File: src/rtl/key_debounce.sv
// -----------------------------------------------------------------------------
// key_debounce
//   Turns one raw, bouncing, active-low push-button into a clean debounced
//   level plus single-cycle press, release and auto-repeat events.
//
// Ports:
//   i_clk           system clock
//   i_rst           synchronous, active-high reset
//   i_key_n         raw key input, asynchronous, 0 = pressed
//   o_pressed       debounced level, 1 = pressed
//   o_press_pulse   one-cycle pulse when a press is accepted
//   o_release_pulse one-cycle pulse when a release is accepted
//   o_repeat_pulse  one-cycle pulse per auto-repeat while the key is held
// -----------------------------------------------------------------------------
module key_debounce #(
  parameter int DEBOUNCE_CYCLES = 500000,
  parameter int HOLD_CYCLES     = 50000000,
  parameter int REPEAT_CYCLES   = 10000000
) (
  input  logic i_clk,
  input  logic i_rst,
  input  logic i_key_n,
  output logic o_pressed,
  output logic o_press_pulse,
  output logic o_release_pulse,
  output logic o_repeat_pulse
);

  localparam int CNT_W    = (DEBOUNCE_CYCLES > 2) ? $clog2(DEBOUNCE_CYCLES) : 1;
  localparam int HOLD_MAX = (HOLD_CYCLES > REPEAT_CYCLES) ? HOLD_CYCLES : REPEAT_CYCLES;
  localparam int HOLD_TOP = (HOLD_MAX > 2) ? HOLD_MAX : 2;
  localparam int HOLD_W   = $clog2(HOLD_TOP);

  localparam logic [CNT_W-1:0]  CNT_ZERO  = CNT_W'(0);
  localparam logic [CNT_W-1:0]  CNT_ONE   = CNT_W'(1);
  localparam logic [CNT_W-1:0]  CNT_LAST  = CNT_W'(DEBOUNCE_CYCLES - 1);
  localparam logic [HOLD_W-1:0] HOLD_ZERO = HOLD_W'(0);
  localparam logic [HOLD_W-1:0] HOLD_ONE  = HOLD_W'(1);
  localparam logic [HOLD_W-1:0] HOLD_LAST = HOLD_W'(HOLD_CYCLES - 1);
  localparam logic [HOLD_W-1:0] REP_LAST  = HOLD_W'(REPEAT_CYCLES - 1);
  localparam logic              HOLD_EN   = (HOLD_CYCLES != 0);

  typedef enum logic [1:0] {
    S_RELEASED     = 2'd0,
    S_PRESS_WAIT   = 2'd1,
    S_PRESSED      = 2'd2,
    S_RELEASE_WAIT = 2'd3
  } state_t;

  logic              r_sync1;
  logic              r_sync2;
  logic              w_s;
  state_t            r_state;
  logic [CNT_W-1:0]  r_cnt;
  logic [HOLD_W-1:0] r_hold_cnt;
  logic              r_repeating;
  logic              r_pressed;
  logic              r_press_pulse;
  logic              r_release_pulse;
  logic              r_repeat_pulse;

  // Two-flop synchronizer; resets to "released" so a held key is re-qualified.
  always_ff @(posedge i_clk) begin
    if (i_rst) begin
      r_sync1 <= 1'b1;
      r_sync2 <= 1'b1;
    end else begin
      r_sync1 <= i_key_n;
      r_sync2 <= r_sync1;
    end
  end

  assign w_s = r_sync2;

  // Debounce FSM with hold / auto-repeat timing and registered event pulses.
  always_ff @(posedge i_clk) begin
    if (i_rst) begin
      r_state         <= S_RELEASED;
      r_cnt           <= CNT_ZERO;
      r_hold_cnt      <= HOLD_ZERO;
      r_repeating     <= 1'b0;
      r_pressed       <= 1'b0;
      r_press_pulse   <= 1'b0;
      r_release_pulse <= 1'b0;
      r_repeat_pulse  <= 1'b0;
    end else begin
      r_press_pulse   <= 1'b0;
      r_release_pulse <= 1'b0;
      r_repeat_pulse  <= 1'b0;
      case (r_state)
        S_RELEASED: begin
          if (!w_s) begin
            r_state <= S_PRESS_WAIT;
            r_cnt   <= CNT_ONE;
          end else begin
            r_state <= S_RELEASED;
          end
        end
        S_PRESS_WAIT: begin
          if (w_s) begin
            r_state <= S_RELEASED;
            r_cnt   <= CNT_ZERO;
          end else if (r_cnt == CNT_LAST) begin
            r_state       <= S_PRESSED;
            r_cnt         <= CNT_ZERO;
            r_pressed     <= 1'b1;
            r_press_pulse <= 1'b1;
            r_hold_cnt    <= HOLD_ZERO;
            r_repeating   <= 1'b0;
          end else begin
            r_cnt <= r_cnt + CNT_ONE;
          end
        end
        S_PRESSED: begin
          if (w_s) begin
            r_state <= S_RELEASE_WAIT;
            r_cnt   <= CNT_ONE;
          end else begin
            r_state <= S_PRESSED;
          end
          // Hold timing advances on every cycle spent in S_PRESSED, including
          // the one that leaves for S_RELEASE_WAIT, so a release bounce delays
          // the next repeat by exactly the cycles spent waiting.
          if (HOLD_EN) begin
            if (!r_repeating && (r_hold_cnt == HOLD_LAST)) begin
              r_repeat_pulse <= 1'b1;
              r_repeating    <= 1'b1;
              r_hold_cnt     <= HOLD_ZERO;
            end else if (r_repeating && (r_hold_cnt == REP_LAST)) begin
              r_repeat_pulse <= 1'b1;
              r_hold_cnt     <= HOLD_ZERO;
            end else begin
              r_hold_cnt <= r_hold_cnt + HOLD_ONE;
            end
          end else begin
            r_hold_cnt <= HOLD_ZERO;
          end
        end
        S_RELEASE_WAIT: begin
          // hold counter is deliberately left untouched here (frozen)
          if (!w_s) begin
            r_state <= S_PRESSED;
            r_cnt   <= CNT_ZERO;
          end else if (r_cnt == CNT_LAST) begin
            r_state         <= S_RELEASED;
            r_cnt           <= CNT_ZERO;
            r_pressed       <= 1'b0;
            r_release_pulse <= 1'b1;
          end else begin
            r_cnt <= r_cnt + CNT_ONE;
          end
        end
        default: begin
          r_state   <= S_RELEASED;
          r_cnt     <= CNT_ZERO;
          r_pressed <= 1'b0;
        end
      endcase
    end
  end

  assign o_pressed       = r_pressed;
  assign o_press_pulse   = r_press_pulse;
  assign o_release_pulse = r_release_pulse;
  assign o_repeat_pulse  = r_repeat_pulse;

endmodule

File: config.mk
export PLATFORM = sky130hd
export DESIGN_NAME = key_debounce
export DESIGN_NICKNAME = d
export VERILOG_FILES = /design/src/rtl/key_debounce.sv
export SDC_FILE = /design/constraint.sdc
export NUM_CORES = 1
export LEC_CHECK = 0
export CORE_MARGIN = 1.5
export CORE_UTILIZATION = 25
export CTS_CLUSTER_SIZE = 14
export DETAILED_ROUTE_END_ITERATION = 16
export PLACE_DENSITY_LB_ADDON = 0.25
export SYNTH_ARGS = -nofsm -noshare
export SYNTH_HDL_FRONTEND = slang
export SYNTH_SLANG_ARGS = --single-unit
File: constraint.sdc
create_clock -name i_clk -period 2.98 [get_ports i_clk]
set_input_delay 0.596 -clock i_clk [delete_from_list [all_inputs] [get_ports i_clk]]
set_output_delay 0.596 -clock i_clk [all_outputs]
set_load 0.005 [all_outputs]
==> results.py <==
metrics = {
    "drt": {
        "postRouteAntennaNets": 0,
        "drcViolationCount": 0,
        "routed-via-count": 2390,
        "drt_first_pass_iters": 4,
        "via_per_inst": 5.10,
        "dr.first_iter.drc_count": 79,
        "wl_per_cell_um": 13.8,
        "routed_wirelength_um": 6470,
    },
    "setup_path": {
        "worstRegToRegCells": 7,
        "cp_top_family": "simple AND/OR/NAND/NOR gates",
        "crit_path_end_kind": "register",
        "worst_ep_arrival_time_ns": 2.61,
        "critical-path-max-stage-delay_ns": 0.47,
        "cp_cell_instances": "ha_1 -> and4_1 -> nand4_1 -> o21a_1 -> nor4_1 -> xnor2_1 -> nor2_1",
        "worst_setup_endpoint": "r_hold_cnt[19]",
        "cp.required_ns": 3.19,
        "slowest_cell_on_crit_path": "sky130_fd_sc_hd__o21a_1",
        "r2r-end": "r_hold_cnt[19]",
        "timing.setup.critical_path_class": "register to register",
        "crit_cells": 7,
        "start_kind": "register",
        "rrSetupSlack_ns": 0.58,
        "regToRegStartpoint": "r_cnt[0]",
        "cp.buffers_inverters": 0,
        "worst-path-max-fanout": 16,
        "startpoint": "r_cnt[0]",
    },
    "timing": {
        "timing.max_slew.rel_slack": 0.506,
        "final.setup_skew_ns": 0.00757,
        "post-route-period-util": 0.807,
        "final_max_slew_viol_count": 0,
        "post-route-min-period_ns": 2.40,
        "finalSetupViolations": 0,
        "worstMarginPinSlew_ns": 0.736,
        "final-hold-violation-count": 0,
        "fin_tns_setup_ns": 0,
        "clock.fmax_mhz": 416,
        "grt_setup_unrepaired": "false",
    },
    "logic_synthesis": {
        "yosys_warnings": 0,
        "synth.lib_cells_used.distinct": 52,
        "ys_seq_area_frac": 0.388,
        "synth_cells": 330,
        "synth_seq_cells": 54,
        "main_combinational_cell_family_by_area_after_synthesis": "simple AND/OR/NAND/NOR gates",
        "synth_xor_area_frac": 0.0754,
        "post_synth_fa_ha_maj_area_fraction": 0.00898,
        "simple_gate_portion_of_the_synthesized_area": 0.349,
        "yosys-mux-area-fraction": 0.00359,
        "syn_avg_cell_area_um2": 8.45,
        "synth-compound-area-share": 0.145,
        "mappedNetlistNets": 335,
        "mappedNetlistArea_um2": 2790,
        "edff_count_synth": 0,
        "asyncSetResetFlopFracSynth": 0,
        "synth-main-ff-cell": "sky130_fd_sc_hd__dfxtp_1",
    },
    "global_route": {
        "wire_length_of_the_first_global_routing_pass_um": 11100,
        "first_global_vias": 2263,
        "total_routing_usage_gr": 0.120,
        "number_of_antenna_violations_at_the_first_check_in_global_routing": 0,
        "overflow": 0,
        "grt_max_degree": 28,
    },
    "clock_network": {
        "cts_hold_repair_buffers": 0,
        "clk_latency_ns": 0.31,
        "cts.repair.resized": 0,
        "htree_levels": 2,
        "cts.root.buffer_cell": "sky130_fd_sc_hd__clkbuf_8",
        "clk_transition_reported_paths_ns": 0.09,
        "clock_path_buffers": 2,
        "numClockSinks": 54,
        "clock_buffer_count_from_cts": 5,
        "cts_tree": "built",
        "post-cts-setup-buffers": 0,
    },
    "die": {
        "coreArea_um2": 10800,
        "die-height_um": 109,
        "starting_density_of_the_core": 0.257,
        "rows": 38,
        "floorplan.io_pins": 7,
        "design.die.area_um2": 11800,
        "die_w_um": 109,
    },
    "finish": {
        "design.final.nets": 334,
        "antennaDiodeCount": 0,
        "areaGrowthSynthToFinish_pct": 9.02,
        "final.fill_count": 1202,
        "utilization": 0.280,
        "final_layout_size_suffix_gt1_frac": 0.0760,
    },
    "worst_hold_path": {
        "timing.hold.worst_path_depth": 1,
        "timing.hold.worst.class": "register to register",
    },
    "place": {
        "gp_congestion": 0.785,
        "detailedPlacementHpwl_um": 4550,
        "portBuffers": 6,
    },
    "run_status": {
        "status": "completed",
    },
    "pwr": {
        "power_density_nw_per_um2": 381,
        "ir_drop_uv": 167,
        "power.static_leakage_nw": 0.853,
    },
    "flow_run": {
        "maxCapViolCount": 0,
    },
}
## metal layers
layer,share of wire,wire [um],track usage,vias to the layer above
met5,0,0,0,-
met4,0.023,148,0.0432,0
met3,0.033,211,0.0283,16
met2,0.45,2930,0.194,37
met1,0.49,3180,0.156,1135
li1,-,-,-,1202
## state kept, by name, indices dropped and copies added (netlist names), named ones only
signal and cells:
o_press_pulse 1, r_hold_cnt 26, r_sync1 1, r_sync2 1, r_state 1, o_pressed 1, o_release_pulse 1, o_repeat_pulse 1
r_cnt 19, r_repeating 1
## worst min path at each step
stage	startpoint	end	slack (ns)
after CTS	r_sync1	r_sync2	0.43
final	r_sync1	r_sync2	0.42
after detailed placement	r_sync1	r_sync2	0.41
after floorplan	r_sync1	r_sync2	0.39
after global routing	r_sync1	r_sync2	0.44
after global placement	r_sync1	r_sync2	0.39
## worst register-to-register path, cell delays in order, from the launching register on
cell and delay [ns]:
sky130_fd_sc_hd__dfxtp_1 0.42, sky130_fd_sc_hd__ha_1 0.28, sky130_fd_sc_hd__and4_1 0.29, sky130_fd_sc_hd__nand4_1 0.18
sky130_fd_sc_hd__o21a_1 0.47, sky130_fd_sc_hd__nor4_1 0.46, sky130_fd_sc_hd__xnor2_1 0.16, sky130_fd_sc_hd__nor2_1 0.05
## cell families after synthesis
group | after synthesis
AOI/OAI and AO/OA | 56
xor gates and xnor gates | 24
adders and majority gates | 2
buffers and inverters | 18
DFF | 54
muxes | 1
and+or+nand+nor | 175
## power breakdown
group | switching (mW) | internal, mW | leakage, nW
Clock | 0.238 | 0.163 | 0.0383
Combinational | 0.0220 | 0.00984 | 0.379
Sequential | 0.00302 | 0.724 | 0.435
Total | 0.263 | 0.896 | 0.853
## layout by cell type, fill, tap and decap left out, types with 3 or more instances in the layout
cell / instances
sky130_fd_sc_hd__xor2_1: 9
sky130_fd_sc_hd__or4_1: 3
sky130_fd_sc_hd__clkbuf_8: 5
sky130_fd_sc_hd__nand2_1: 25
sky130_fd_sc_hd__nor3_1: 14
sky130_fd_sc_hd__nand3_1: 18
sky130_fd_sc_hd__nor2_1: 48
sky130_fd_sc_hd__nor2b_1: 5
sky130_fd_sc_hd__nand4b_1: 3
sky130_fd_sc_hd__a41oi_1: 4
sky130_fd_sc_hd__or3_1: 4
sky130_fd_sc_hd__o21ai_0: 9
sky130_fd_sc_hd__clkdlybuf4s50_1: 6
sky130_fd_sc_hd__a21oi_1: 16
sky130_fd_sc_hd__and3_1: 3
sky130_fd_sc_hd__nand4_1: 17
sky130_fd_sc_hd__a22oi_1: 3
sky130_fd_sc_hd__nor4_1: 7
sky130_fd_sc_hd__or2_2: 5
sky130_fd_sc_hd__a311oi_1: 8
sky130_fd_sc_hd__xnor2_1: 15
sky130_fd_sc_hd__nor3b_1: 3
sky130_fd_sc_hd__dfxtp_1: 54
## cells in the mapped netlist, drive strengths merged (3+ instances only)
| master | instances | area, um2 |
|---|---|---|
| nor4 | 10 | 90.1 |
| nand4 | 17 | 106 |
| nand3 | 19 | 100 |
| xnor2 | 15 | 131 |
| nor2b | 6 | 37.5 |
| o21ai | 11 | 58.8 |
| nor2 | 48 | 180 |
| and3 | 3 | 18.8 |
| nor3 | 16 | 90.1 |
| a311oi | 8 | 70.1 |
| or4 | 3 | 22.5 |
| nand4b | 3 | 26.3 |
| xor2 | 9 | 78.8 |
| a41oi | 4 | 35.0 |
| clkbuf | 7 | 26.3 |
| nor3b | 3 | 22.5 |
| dfxtp | 54 | 1080 |
| or3 | 4 | 25.0 |
| nand2 | 25 | 93.8 |
| buf | 9 | 51.3 |
| or2 | 5 | 31.3 |
| a21oi | 17 | 96.4 |
| a22oi | 3 | 22.5 |
## area by class of cell
type,count,area [um2],share of cell area
multi-input cells,258,1620,0.534
flip-flops and latches,54,1080,0.356
repair buffers,8,75.1,0.0247
clock buffers,7,76.3,0.0251
inverters,2,7.51,0.00247
well taps,140,175,0.0576
## through the flow
stage | power [mW] | hold WS, ns | instance area [um2] | setup slack [ns] | cells
finish | 1.16 | 0.424 | 3040 | 0.576 | 469
global route | 1.21 | 0.441 | 3040 | 0.351 | 469
CTS | 1.18 | 0.428 | 3040 | 0.322 | 469
detailed placement | 0.776 | 0.405 | 2960 | 0.338 | 462
global placement | 0.776 | 0.393 | 2960 | 0.451 | 462
floorplan | 0.764 | 0.389 | 2790 | 0.947 | 330
Power figures use the tool's default switching activity.
